**src/rtl/img_proc_pkg.sv**
```systemverilog
// Shared op codes and saturating helpers for the pixel stream processor.
// Helpers work on a wide container; callers zero-extend and truncate.
package img_proc_pkg;

    localparam logic [2:0] MODE_PASS = 3'd0;
    localparam logic [2:0] MODE_ADD  = 3'd1;
    localparam logic [2:0] MODE_SUB  = 3'd2;
    localparam logic [2:0] MODE_THR  = 3'd3;
    localparam logic [2:0] MODE_INV  = 3'd4;

    localparam int OP_W = 16;

    function automatic logic [OP_W-1:0] sat_add(
        input logic [OP_W-1:0] a,
        input logic [OP_W-1:0] b,
        input logic [OP_W-1:0] maxv
    );
        logic [OP_W:0] s;
        s = {1'b0, a} + {1'b0, b};
        if (s > {1'b0, maxv}) begin
            return maxv;
        end
        return s[OP_W-1:0];
    endfunction

    function automatic logic [OP_W-1:0] sat_sub(
        input logic [OP_W-1:0] a,
        input logic [OP_W-1:0] b
    );
        return (a > b) ? (a - b) : '0;
    endfunction

endpackage

```
**src/rtl/img_pixel_op.sv**
```systemverilog
// Single-channel combinational pixel operator.
// One instance per channel; PIX_W must not exceed OP_W.
module img_pixel_op
    import img_proc_pkg::*;
#(
    parameter int PIX_W = 8
) (
    input  logic [PIX_W-1:0] sample,
    input  logic [2:0]       mode,
    input  logic [PIX_W-1:0] value,
    input  logic [PIX_W-1:0] thresh,
    output logic [PIX_W-1:0] result
);

    localparam logic [PIX_W-1:0] MAX = '1;

    logic [PIX_W-1:0] add_r;
    logic [PIX_W-1:0] sub_r;

    assign add_r = PIX_W'(sat_add(OP_W'(sample), OP_W'(value), OP_W'(MAX)));
    assign sub_r = PIX_W'(sat_sub(OP_W'(sample), OP_W'(value)));

    always_comb begin
        result = sample;
        case (mode)
            MODE_ADD: result = add_r;
            MODE_SUB: result = sub_r;
            MODE_THR: result = (sample >= thresh) ? MAX : '0;
            MODE_INV: result = MAX - sample;
            default:  result = sample;
        endcase
    end

endmodule

```
**src/rtl/img_pixel_stream_proc.sv**
```systemverilog
// Two-stage streaming pixel processor with per-frame config latch,
// pixel counter and end-of-frame tagging over valid/ready.
module img_pixel_stream_proc
    import img_proc_pkg::*;
#(
    parameter  int PIX_W        = 8,
    parameter  int CHANNELS     = 3,
    parameter  int FRAME_PIXELS = 250000,
    localparam int CNT_W        = $clog2(FRAME_PIXELS)
) (
    input  logic                      clk,
    input  logic                      rst_n,
    input  logic [PIX_W*CHANNELS-1:0] in_data,
    input  logic                      in_valid,
    output logic                      in_ready,
    input  logic [2:0]                cfg_mode,
    input  logic [PIX_W-1:0]          cfg_value,
    input  logic [PIX_W-1:0]          cfg_thresh,
    output logic [PIX_W*CHANNELS-1:0] out_data,
    output logic                      out_valid,
    input  logic                      out_ready,
    output logic                      out_last,
    output logic                      frame_done,
    output logic [CNT_W-1:0]          pix_count
);

    localparam int DW = PIX_W * CHANNELS;
    localparam logic [CNT_W-1:0] CNT_LAST = CNT_W'(FRAME_PIXELS - 1);

    logic          s1_valid_q, s1_valid_d;
    logic [DW-1:0] s1_data_q, s1_data_d;
    logic          s1_last_q, s1_last_d;
    logic          s2_valid_q, s2_valid_d;
    logic [DW-1:0] s2_data_q, s2_data_d;
    logic          s2_last_q, s2_last_d;
    logic [CNT_W-1:0] cnt_q, cnt_d;
    logic [2:0]       mode_q, mode_d;
    logic [PIX_W-1:0] value_q, value_d;
    logic [PIX_W-1:0] thresh_q, thresh_d;
    logic             fd_q, fd_d;

    logic          adv;
    logic          accept;
    logic [DW-1:0] op_res;

    assign adv    = out_ready || !s2_valid_q;
    assign accept = in_valid && adv;

    // The cfg latch moves in lockstep with S1, so S2 always sees the
    // config of the frame the S1 beat belongs to.
    for (genvar c = 0; c < CHANNELS; c++) begin : g_ch
        img_pixel_op #(
            .PIX_W(PIX_W)
        ) u_op (
            .sample(s1_data_q[c*PIX_W +: PIX_W]),
            .mode  (mode_q),
            .value (value_q),
            .thresh(thresh_q),
            .result(op_res[c*PIX_W +: PIX_W])
        );
    end

    always_comb begin
        s1_valid_d = s1_valid_q;
        s1_data_d  = s1_data_q;
        s1_last_d  = s1_last_q;
        s2_valid_d = s2_valid_q;
        s2_data_d  = s2_data_q;
        s2_last_d  = s2_last_q;
        cnt_d      = cnt_q;
        mode_d     = mode_q;
        value_d    = value_q;
        thresh_d   = thresh_q;
        fd_d       = s2_valid_q && out_ready && s2_last_q;

        if (adv) begin
            s1_valid_d = in_valid;
            s2_valid_d = s1_valid_q;
            s2_last_d  = s1_valid_q && s1_last_q;
            if (s1_valid_q) begin
                s2_data_d = op_res;
            end
        end

        if (accept) begin
            s1_data_d = in_data;
            s1_last_d = (cnt_q == CNT_LAST);
            cnt_d     = (cnt_q == CNT_LAST) ? '0 : cnt_q + CNT_W'(1);
            if (cnt_q == '0) begin
                mode_d   = cfg_mode;
                value_d  = cfg_value;
                thresh_d = cfg_thresh;
            end
        end
    end

    always_ff @(posedge clk) begin
        if (!rst_n) begin
            s1_valid_q <= 1'b0;
            s1_data_q  <= '0;
            s1_last_q  <= 1'b0;
            s2_valid_q <= 1'b0;
            s2_data_q  <= '0;
            s2_last_q  <= 1'b0;
            cnt_q      <= '0;
            mode_q     <= MODE_PASS;
            value_q    <= '0;
            thresh_q   <= '0;
            fd_q       <= 1'b0;
        end else begin
            s1_valid_q <= s1_valid_d;
            s1_data_q  <= s1_data_d;
            s1_last_q  <= s1_last_d;
            s2_valid_q <= s2_valid_d;
            s2_data_q  <= s2_data_d;
            s2_last_q  <= s2_last_d;
            cnt_q      <= cnt_d;
            mode_q     <= mode_d;
            value_q    <= value_d;
            thresh_q   <= thresh_d;
            fd_q       <= fd_d;
        end
    end

    assign in_ready   = adv;
    assign out_data   = s2_data_q;
    assign out_valid  = s2_valid_q;
    assign out_last   = s2_last_q;
    assign frame_done = fd_q;
    assign pix_count  = cnt_q;

endmodule

```
**config.mk**
```make
export PLATFORM = sky130hd
export DESIGN_NAME = img_pixel_stream_proc
export DESIGN_NICKNAME = d
export VERILOG_FILES = /design/src/rtl/img_proc_pkg.sv /design/src/rtl/img_pixel_op.sv /design/src/rtl/img_pixel_stream_proc.sv
export SDC_FILE = /design/constraint.sdc
export NUM_CORES = 1
export LEC_CHECK = 0
export ABC_AREA = 1
export BUFFER_PORTS_ARGS = -buffer_cell sky130_fd_sc_hd__buf_4
export CORE_MARGIN = 1.5
export CORE_UTILIZATION = 50
export DETAILED_ROUTE_END_ITERATION = 8
export HOLD_SLACK_MARGIN = 0.08
export PLACE_DENSITY = 0.82
export SLEW_MARGIN = 20
export SYNTH_ARGS = -nofsm -noshare
export SYNTH_HDL_FRONTEND = slang
export SYNTH_SLANG_ARGS = --single-unit
```
**constraint.sdc**
```tcl
create_clock -name clk -period 2 [get_ports clk]
set_clock_uncertainty 0.05 [all_clocks]
set_input_delay 0.2 -clock clk [delete_from_list [all_inputs] [get_ports clk]]
set_output_delay 0.2 -clock clk [all_outputs]
set_load 0.005 [all_outputs]
```
---- Yosys cells after proc, flatten, opt, wreduce, memory -nomap -nowiden ----
Index checks and enable logic that the tools add are counted.
storage, ports and cells
  bits in writable memories ............... 0
  memories ................................ 0
  memory bits (read-only) ................. 0
  latch bits .............................. 0
  bits of input ports ..................... 47
  output and inout port bits .............. 46
  register bits ........................... 90
operators by class
  multiply operators ...................... 0
  reductions and logical operators ........ 9
  bitwise logic cells ..................... 0
  divide/modulo/power cells ............... 0
  add/subtract/negate cells ............... 10
  shift operators ......................... 0
  $lt $le $gt $ge ......................... 9
  mux-type cells .......................... 19
  equality and inequality tests ........... 5
operator list
  cell                                                                    count
  8-bit 2-to-1 mux                                                        12
  8-bit one-hot mux with 4 select lines                                   3
  8-bit by 8-bit adder with 9-bit output                                  3
  9-bit by 8-bit > comparator with 1-bit output (second input constant)   3
  8-bit >= comparator                                                     3
  8-bit > comparator                                                      3
  8-bit subtractor                                                        3
  8-bit subtractor (first input constant)                                 3
  18-bit by 1-bit adder with 18-bit output (second input constant)        1
  18-bit equality test (second input constant)                            1
  18-bit zero test                                                        1
  18-bit 2-to-1 mux                                                       1
  3-bit by 2-bit equality test with 1-bit output (second input constant)  2
  1-bit logical AND                                                       4
  2-bit AND reduction                                                     2
  3-bit by 1-bit equality test with 1-bit output (second input constant)  1
  3-bit equality test (second input constant)                             1
  1-bit 2-to-1 mux                                                        3
  1-bit zero test                                                         1
  1-bit logical OR                                                        1

---- Depth between registers and ports, before layout ----
Gate-level depths: netlist (run 1).
  word-level depth ........................ 5
  gate-level depth with buffers ........... 16
  mapped depth without buffers ............ 15

---- Hierarchy ----
From an unflattened synthesis (run 1), not the netlist that was laid out.
unflattened totals
  cells, all modules ...................... 1276
  area total of the unflattened synthesis .. 7862.5 µm²
by module, submodules not included
  module                 area an instance (µm²)  instances  cells an instance
  img_pixel_op           1418.9                  3          254
  img_pixel_stream_proc  3606.0                  1          514

---- Worst setup path after synthesis (run 1) ----
No wires, ideal clock.
  kind .................................... reg-to-reg
  from .................................... reg value_q[1]
  to ...................................... reg s2_data_q[19], in the netlist out_data[19]
  cell stages (with the launch flop) ...... 13
  period minus slack after synthesis ...... 2.013 ns
  arrival ................................. 1.831 ns
  buffers on the path ..................... 0
  setup time .............................. 0.132 ns
  data required time ...................... 1.818 ns
  path slack .............................. -0.013 ns
  cell sequence ........................... dfxtp_1 > inv_1 > fa_1 > nand3_1 > nand3_1 > nand2_1 > nand2_1 > nand2_1 > nor2_1 > nor2_1 > nand3_1 > nand2_1 > a21oi_1
on the way
  longest elaborated chain between the ends .. 5
RTL lines
  what                                           line                          RTL
  start: declaration                             img_pixel_stream_proc.sv:38   logic [PIX_W-1:0] value_q, value_d;
  start signal: assignment                       img_pixel_stream_proc.sv:119  value_q <= value_d;
  8-bit by 8-bit adder with 9-bit output         img_proc_pkg.sv:19            s = {1'b0, a} + {1'b0, b};
  9-bit by 8-bit > comparator with 1-bit output  img_proc_pkg.sv:20            if (s > {1'b0, maxv}) begin
  1-bit 2-to-1 mux                               img_proc_pkg.sv:20
  8-bit 2-to-1 mux                               img_proc_pkg.sv:23            return s[OP_W-1:0];
  8-bit one-hot mux with 4 select lines *        img_pixel_op.sv:25            case (mode)
  end signal: assignment                         img_pixel_stream_proc.sv:115  s2_data_q <= s2_data_d;
  end: declaration                               img_pixel_stream_proc.sv:34   logic [DW-1:0] s2_data_q, s2_data_d;
Every way passes the cells marked *; elsewhere a longest branch is shown, timed or not.
A chain may end at the register's enable or synchronous reset.

---- Final worst setup path (run 1) ----
  from .................................... reg value_q[0]
  to ...................................... reg s2_data_q[12], in the netlist out_data[12]
Same word-level chain as after synthesis.

==> reports/summary.txt, run 1 <==
Worst hold path stage count - 3
Slew @ Worst Pin - 0.508 ns
Top-Level Pins - 93
CTS tree - yes
Crit path largest cell delay - 0.41 ns
Met3 wire len - 2.69 mm
Vias - 8699
# H-tree levels - 3
Design Area, Final - 10500 um^2
Hold Fails Final Rpt - 0
Status - finished, violations left
Critical path class - flop to flop
First-pass GRT wire length - 41.1 mm
All-Layer GR Usage - 35.2%
DRT iter0 DRCs - 871
F_max - 471 MHz
Critical path, cell by cell - buf_8, ha_4, inv_2, fa_2, inv_2, nand3_2, nand2_2, xor2_1, nand2_1, nand2_1, nand3_1, o21bai_1, a21oi_1
Pwr per Cell Area - 700 nW/um^2
M1 wire length - 11.5 mm
Initial cell density of the core - 52.0%
Period utilization - 106%
Hold_ws - 0.0821 ns
Required @ worst endpoint - 2.18 ns
Top cells by area, synth - dfxtp_1 25%, nand2_1 13%, ha_1 13%
CP endpoint kind - flop
Seq cells post-synth - 90
FF-to-FF path depth - 13
Clk_lat worst skew - 0.35 ns
WL/cell - 17.8 um
Min-delay src - cfg_value[2]
Yosys top cell area share - 24.7%
CTS clk-pin slew, worst paths - 0.07 ns
CTS Sinks - 90
Most frequent cells in the layout - 241 x buf_4, 232 x nand2_1, 123 x inv_1
Slew Viols, Final - 0
Die Y - 124 um
Netlist Area Pre-Place - 7300 um^2
Leading area contributor after synthesis - dfxtp_1
Finish-stage setup viols - 23
Avg Cell Area, Syn - 6.48 um^2
Area Growth Syn to Fin - 43.5%
GRT overflow - 0
Failing checks - setup timing
Clk root buf - clkbuf_16
Largest net degree at the start of global routing - 36
Post-DR vias/cell - 5.63
Clock Tree Buf Depth - 2
Power consumption - 7.33 mW
RSZ-0062 raised after global routing - true
CP startpoint kind - flop
Setup_tns - -1.39 ns
ANT nets after route - 0
Worst vdd ir - 0.667 mV
Final nets - 1487
GP Congestion - 1.02
Pre-antenna DRT Iters - 6
Routed wire length - 27.5 mm
Netlist cell types - 39
Synth warn - 0
Row Count - 43
Ys flop type - dfxtp_1
Min Tclk post-route - 2.12 ns
Layout cell share with drive strength beyond 1 - 33.2%
Post-DP HPWL - 20.1 mm
Fill cells - 1013
IO Port Bufs - 92
Vias in the first global route - 8142
Crit Reg-Reg Startpoint - value_q[0]
TritonCTS Buffers - 9
Number of synthesized flops with an enable pin - 0
CP Max Fanout - 6
Die area - 15300 um^2
Ant diodes - 0
Fin util - 74.6%
Placed instance area - 9160 um^2
Syn_nets - 1253
Die width - 124 um
Core box area - 14000 um^2
Critical Path AT - 2.31 ns
Drt drc - 0
Max-slew headroom - 66.1%
Post-synthesis sequential area ratio - 24.7%
Async SR Flop Fraction - 0%
CP max-delay cell - fa_2
Min setup slack post-route - -0.122 ns
Hold WC Path Type - primary input to flop
Max Cap Viol - 0
Cells after synthesis - 1126
Antenna violations before repair - 0
Top sig layer - met4
Leak Pwr - 5.09 nW
Most common cell after layout, fill and taps aside - buf_4
Metal2 WL - 12.3 mm
Worst setup startpoint - value_q[0]
power by group:
| part | switching (mW) | total [mW] | internal [mW] |
|---|---|---|---|
| logic | 1.90 | 3.38 | 1.48 |
| clock network | 0.795 | 1.89 | 1.10 |
| registers | 0.132 | 2.06 | 1.92 |
cell type report:
type                            count  area, um^2  share of cell area, %
Tap cell                          180         225                   2.15
Clock buffer                        9         225                   2.15
Clock inverter                      6        90.1                  0.860
Timing Repair Buffer              267        2110                   20.1
Multi-Input combinational cell    842        5420                   51.7
Sequential cell                    90        1830                   17.4
Inverter                          150         581                   5.54
repair_timing:
item | in CTS | in global routing
pin swaps | 15 | 51
setup buffers | 5 | 8
gates resized for setup | 64 | 139
setup endpoints to repair | 24 | 36
hold buffers | 12 | 0
endpoints found under the hold margin | 12 | 0
Yosys cell counts, drive strengths merged (6+ instances only):
cell    instances
nand2         263
inv           147
nor2          128
nand3          91
a21oi          90
dfxtp          90
ha             74
o21ai          69
nand4          32
clkbuf         23
buf            21
a211oi         20
xor2           19
o21bai         13
nor3           11
fa              6
critical path, delay by kind of cell (launching register included):
kind,cells,cell delay (ns)
compound gates,2,0.24
simple gates,5,0.36
buf+inv,3,0.26
xor+xnor,1,0.18
flops,1,0.35
fa+ha+maj,2,0.55
worst paths after layout:
check / endpoint / slack, ns
hold / removal: value_q[2] / 0.08
hold reg to reg: frame_done / 0.41
setup / recovery: out_data[12] / -0.12
setup reg to reg: out_data[12] / -0.12
registers in the layout (all words and copies together), names as in the netlist:
register    count
mode_q          3
out_valid       1
out_data       24
frame_done      1
s1_valid_q      1
s1_data_q      24
thresh_q        8
out_last        1
pix_count      18
s1_last_q       1
value_q         8
logic make-up after synthesis:
logic type,after synthesis,synth area share [%]
AOI/OAI and AO/OA,199,15.2
xor gates and xnor gates,21,2.52
adders and majority gates,80,14.3
buffers and inverters,194,10.6
DFF,90,24.7
and+or+nand+nor,542,32.6
metrics by stage:
stage | setup slack (ns) | cells
floorplan | -0.0129 | 1126
global placement | -0.216 | 1504
detailed placement | -0.221 | 1504
CTS | -0.105 | 1536
global route | -0.206 | 1544
finish | -0.122 | 1544
metal layers:
layer  vias up  GRT usage, %
met1      3971          47.2
met4         0          12.5
met5         -             0
met2       489          55.2
met3        96          8.52
li1       4143             -
Note: power is estimated with default switching activity, not from simulation.
==> run 2, diff against run 1 <==
--- a/config.mk
+++ b/config.mk
@@ -11,7 +11,7 @@
 export CORE_UTILIZATION = 50
 export DETAILED_ROUTE_END_ITERATION = 8
 export HOLD_SLACK_MARGIN = 0.08
-export PLACE_DENSITY = 0.82
+export PLACE_DENSITY_LB_ADDON = 0.15
 export SLEW_MARGIN = 20
 export SYNTH_ARGS = -nofsm -noshare
 export SYNTH_HDL_FRONTEND = slang
==> reports/summary.txt, run 2 (synthesized netlist as in run 1, its figures left out) <==
GRT overflow - 0 (unchanged)
Clk_lat worst skew - 0.36 ns (was 0.35 ns)
Leak Pwr - 5.06 nW (was 5.09 nW)
Final nets - 1489 (was 1487)
Critical path class - flop to flop (unchanged)
Worst setup startpoint - value_q[7] (was value_q[0])
Crit-path leading delay family - compound AO/OA/AOI/OAI gates (was adder cells)
Design Area, Final - 10500 um^2 (about the same)
Fill cells - 1140 (was 1013)
Finish-stage setup viols - 20 (was 23)
Required @ worst endpoint - 2.19 ns (was 2.18 ns)
Vias - 8664 (was 8699)
Clock Tree Buf Depth - 2 (unchanged)
Post-DP HPWL - 20.0 mm (was 20.1 mm)
Antenna violations before repair - 0 (unchanged)
GP Congestion - 0.997 (was 1.02)
Failing checks - setup timing (unchanged)
Die Y - 124 um (unchanged)
TritonCTS Buffers - 9 (unchanged)
Vias in the first global route - 7729 (was 8142)
Critical path buffers and inverters - 3 (unchanged)
Min Tclk post-route - 2.19 ns (was 2.12 ns)
Clk root buf - clkbuf_16 (unchanged)
Status - finished, violations left (unchanged)
CTS clk-pin slew, worst paths - 0.08 ns (was 0.07 ns)
FF-to-FF path depth - 11 (was 13)
CP Max Fanout - 5 (was 6)
Largest net degree at the start of global routing - 53 (was 36)
Pwr per Cell Area - 691 nW/um^2 (was 700 nW/um^2)
Setup_tns - -1.34 ns (was -1.39 ns)
Hold WC Path Type - primary input to flop (unchanged)
F_max - 457 MHz (was 471 MHz)
Crit path largest cell delay - 0.36 ns (was 0.41 ns)
Period utilization - 110% (was 106%)
Initial cell density of the core - 52.0% (unchanged)
Worst hold path stage count - 3 (unchanged)
Pre-antenna DRT Iters - 6 (unchanged)
Routed wire length - 27.3 mm (was 27.5 mm)
Min setup slack post-route - -0.190 ns (was -0.122 ns)
DRT iter0 DRCs - 735 (was 871)
Core box area - 14000 um^2 (unchanged)
Crit Reg-Reg Startpoint - value_q[7] (was value_q[0])
CTS tree - yes (unchanged)
Hold Fails Final Rpt - 0 (unchanged)
# H-tree levels - 3 (unchanged)
Max Cap Viol - 0 (unchanged)
Slew @ Worst Pin - 0.604 ns (was 0.508 ns)
Placed cell count - 1502 (was 1504)
Flop2flop setup slack - -0.19 ns (was -0.12 ns)
CTS Sinks - 90 (unchanged)
Slew Viols, Final - 0 (unchanged)
Reg-to-reg endpoint - out_data[8] (was out_data[12])
Die width - 124 um (unchanged)
Fin cells - 1547 (was 1544)
CP max-delay cell - dfxtp_2 (was fa_2)
WL/cell - 17.6 um (was 17.8 um)
Post-DR vias/cell - 5.60 (was 5.63)
CP endpoint kind - flop (unchanged)
CP startpoint kind - flop (unchanged)
Max-slew headroom - 59.6% (was 66.1%)
RSZ-0062 raised after global routing - true (unchanged)
Most common cell after layout, fill and taps aside - buf_4 (unchanged)
Top-Level Pins - 93 (unchanged)
Area Growth Syn to Fin - 43.9% (was 43.5%)
Placed instance area - 9160 um^2 (about the same)
Layout cell share with drive strength beyond 1 - 32.5% (was 33.2%)
First-pass GRT wire length - 40.2 mm (was 41.1 mm)
Drt drc - 0 (unchanged)
Die area - 15300 um^2 (unchanged)
Critical Path AT - 2.38 ns (was 2.31 ns)
Worst vdd ir - 0.666 mV (was 0.667 mV)
All-Layer GR Usage - 34.7% (was 35.2%)
Most frequent cells in the layout - 236 x buf_4, 226 x nand2_1, 125 x inv_1 (was 241 x buf_4, 232 x nand2_1, 123 x inv_1)
IO Port Bufs - 92 (unchanged)
CP Depth - 11 (was 13)
Row Count - 43 (unchanged)
ANT nets after route - 0 (unchanged)
Ant diodes - 0 (unchanged)
Worst setup path end - out_data[8] (was out_data[12])
Critical path, cell by cell - clkinvlp_4, buf_6, ha_4, o21bai_1, a21oi_2, nand2_2, buf_6, o21ai_2, nand3_1, o21bai_1, a21oi_1 (was buf_8, ha_4, inv_2, fa_2, inv_2, nand3_2, nand2_2, xor2_1, nand2_1, nand2_1, nand3_1, o21bai_1, a21oi_1)
==> run 2: changes by cell type in the layout (fill, tap and decap cells not counted), moves of 4 or more <==
cell / previous run / this run
dfxtp_2: 19 / 9
dlygate4sd3_1: 12 / 22
dfxtp_1: 71 / 79
nand3_1: 68 / 75
ha_2: 0 / 6
nand2_1: 232 / 226
nand3_2: 21 / 15
buf_4: 241 / 236
nand2_2: 21 / 26
ha_4: 23 / 19
==> run 2: worst reg2reg max path, cell delays in order, from the launching register on <==
cell	delay, ns
dfxtp_2	0.36
clkinvlp_4	0.20
buf_6	0.19
ha_4	0.30
o21bai_1	0.08
a21oi_2	0.17
nand2_2	0.12
buf_6	0.14
o21ai_2	0.11
nand3_1	0.09
o21bai_1	0.18
a21oi_1	0.09
==> run 2: what timing repair did <==
item,4_1_cts,5_1_grt
endpoints found under the hold margin,22,0
endpoints found under the setup margin,24,43
pin swaps,5,65
hold buffers,22,0
buffers inserted,0,7
gates resized for setup,49,153
==> run 2: report_power, final <==
group | internal, mW | switching [mW] | leakage (nW)
Sequential | 1.92 | 0.117 | 0.742
Combinational | 1.44 | 1.90 | 4.16
Clock | 1.01 | 0.866 | 0.156
==> run 2: worst min-delay path by stage <==
stage	start	endpoint	slack, ns
final	in_data[9]	s1_data_q[9]	0.08
after global routing	in_data[12]	s1_data_q[12]	0.11
after CTS	in_data[17]	s1_data_q[17]	0.08
after detailed placement	cfg_thresh[0]	thresh_q[0]	0.38
after global placement	cfg_thresh[0]	thresh_q[0]	0.38
after floorplan	cfg_thresh[0]	thresh_q[0]	0.28
==> run 2: per-stage QoR <==
stage | setup slack [ns] | total power [mW] | hold WS [ns] | util (%)
2_1_floorplan | -0.0129 | 3.60 | 0.285 | -
3_3_place_gp | -0.174 | 4.78 | 0.379 | 65.2
3_5_place_dp | -0.183 | 4.80 | 0.382 | 65.2
4_1_cts | -0.0532 | 6.80 | 0.0808 | 70.6
5_1_grt | -0.206 | 7.62 | 0.105 | 74.7
6_report | -0.190 | 7.26 | 0.0840 | 74.7
==> run 2: final cells by class <==
cell class	instances	area (um^2)	area share, %
Clock inverter	7	92.6	0.882
Timing Repair Buffer	269	2140	20.4
Inverter	150	582	5.54
Clock buffer	9	225	2.15
Multi-Input combinational cell	842	5410	51.5
Sequential cell	90	1820	17.3
Tap cell	180	225	2.15
==> run 2: per-layer routing <==
layer	GRT usage, %	wire length (um)	share of wire, %	vias to the layer above
met5	0	0	0	-
met4	8.26	571	2.1	0
met3	9.66	2700	9.9	52
met2	54.4	12400	45	450
met1	47.3	11700	43	4021
li1	-	-	-	4141
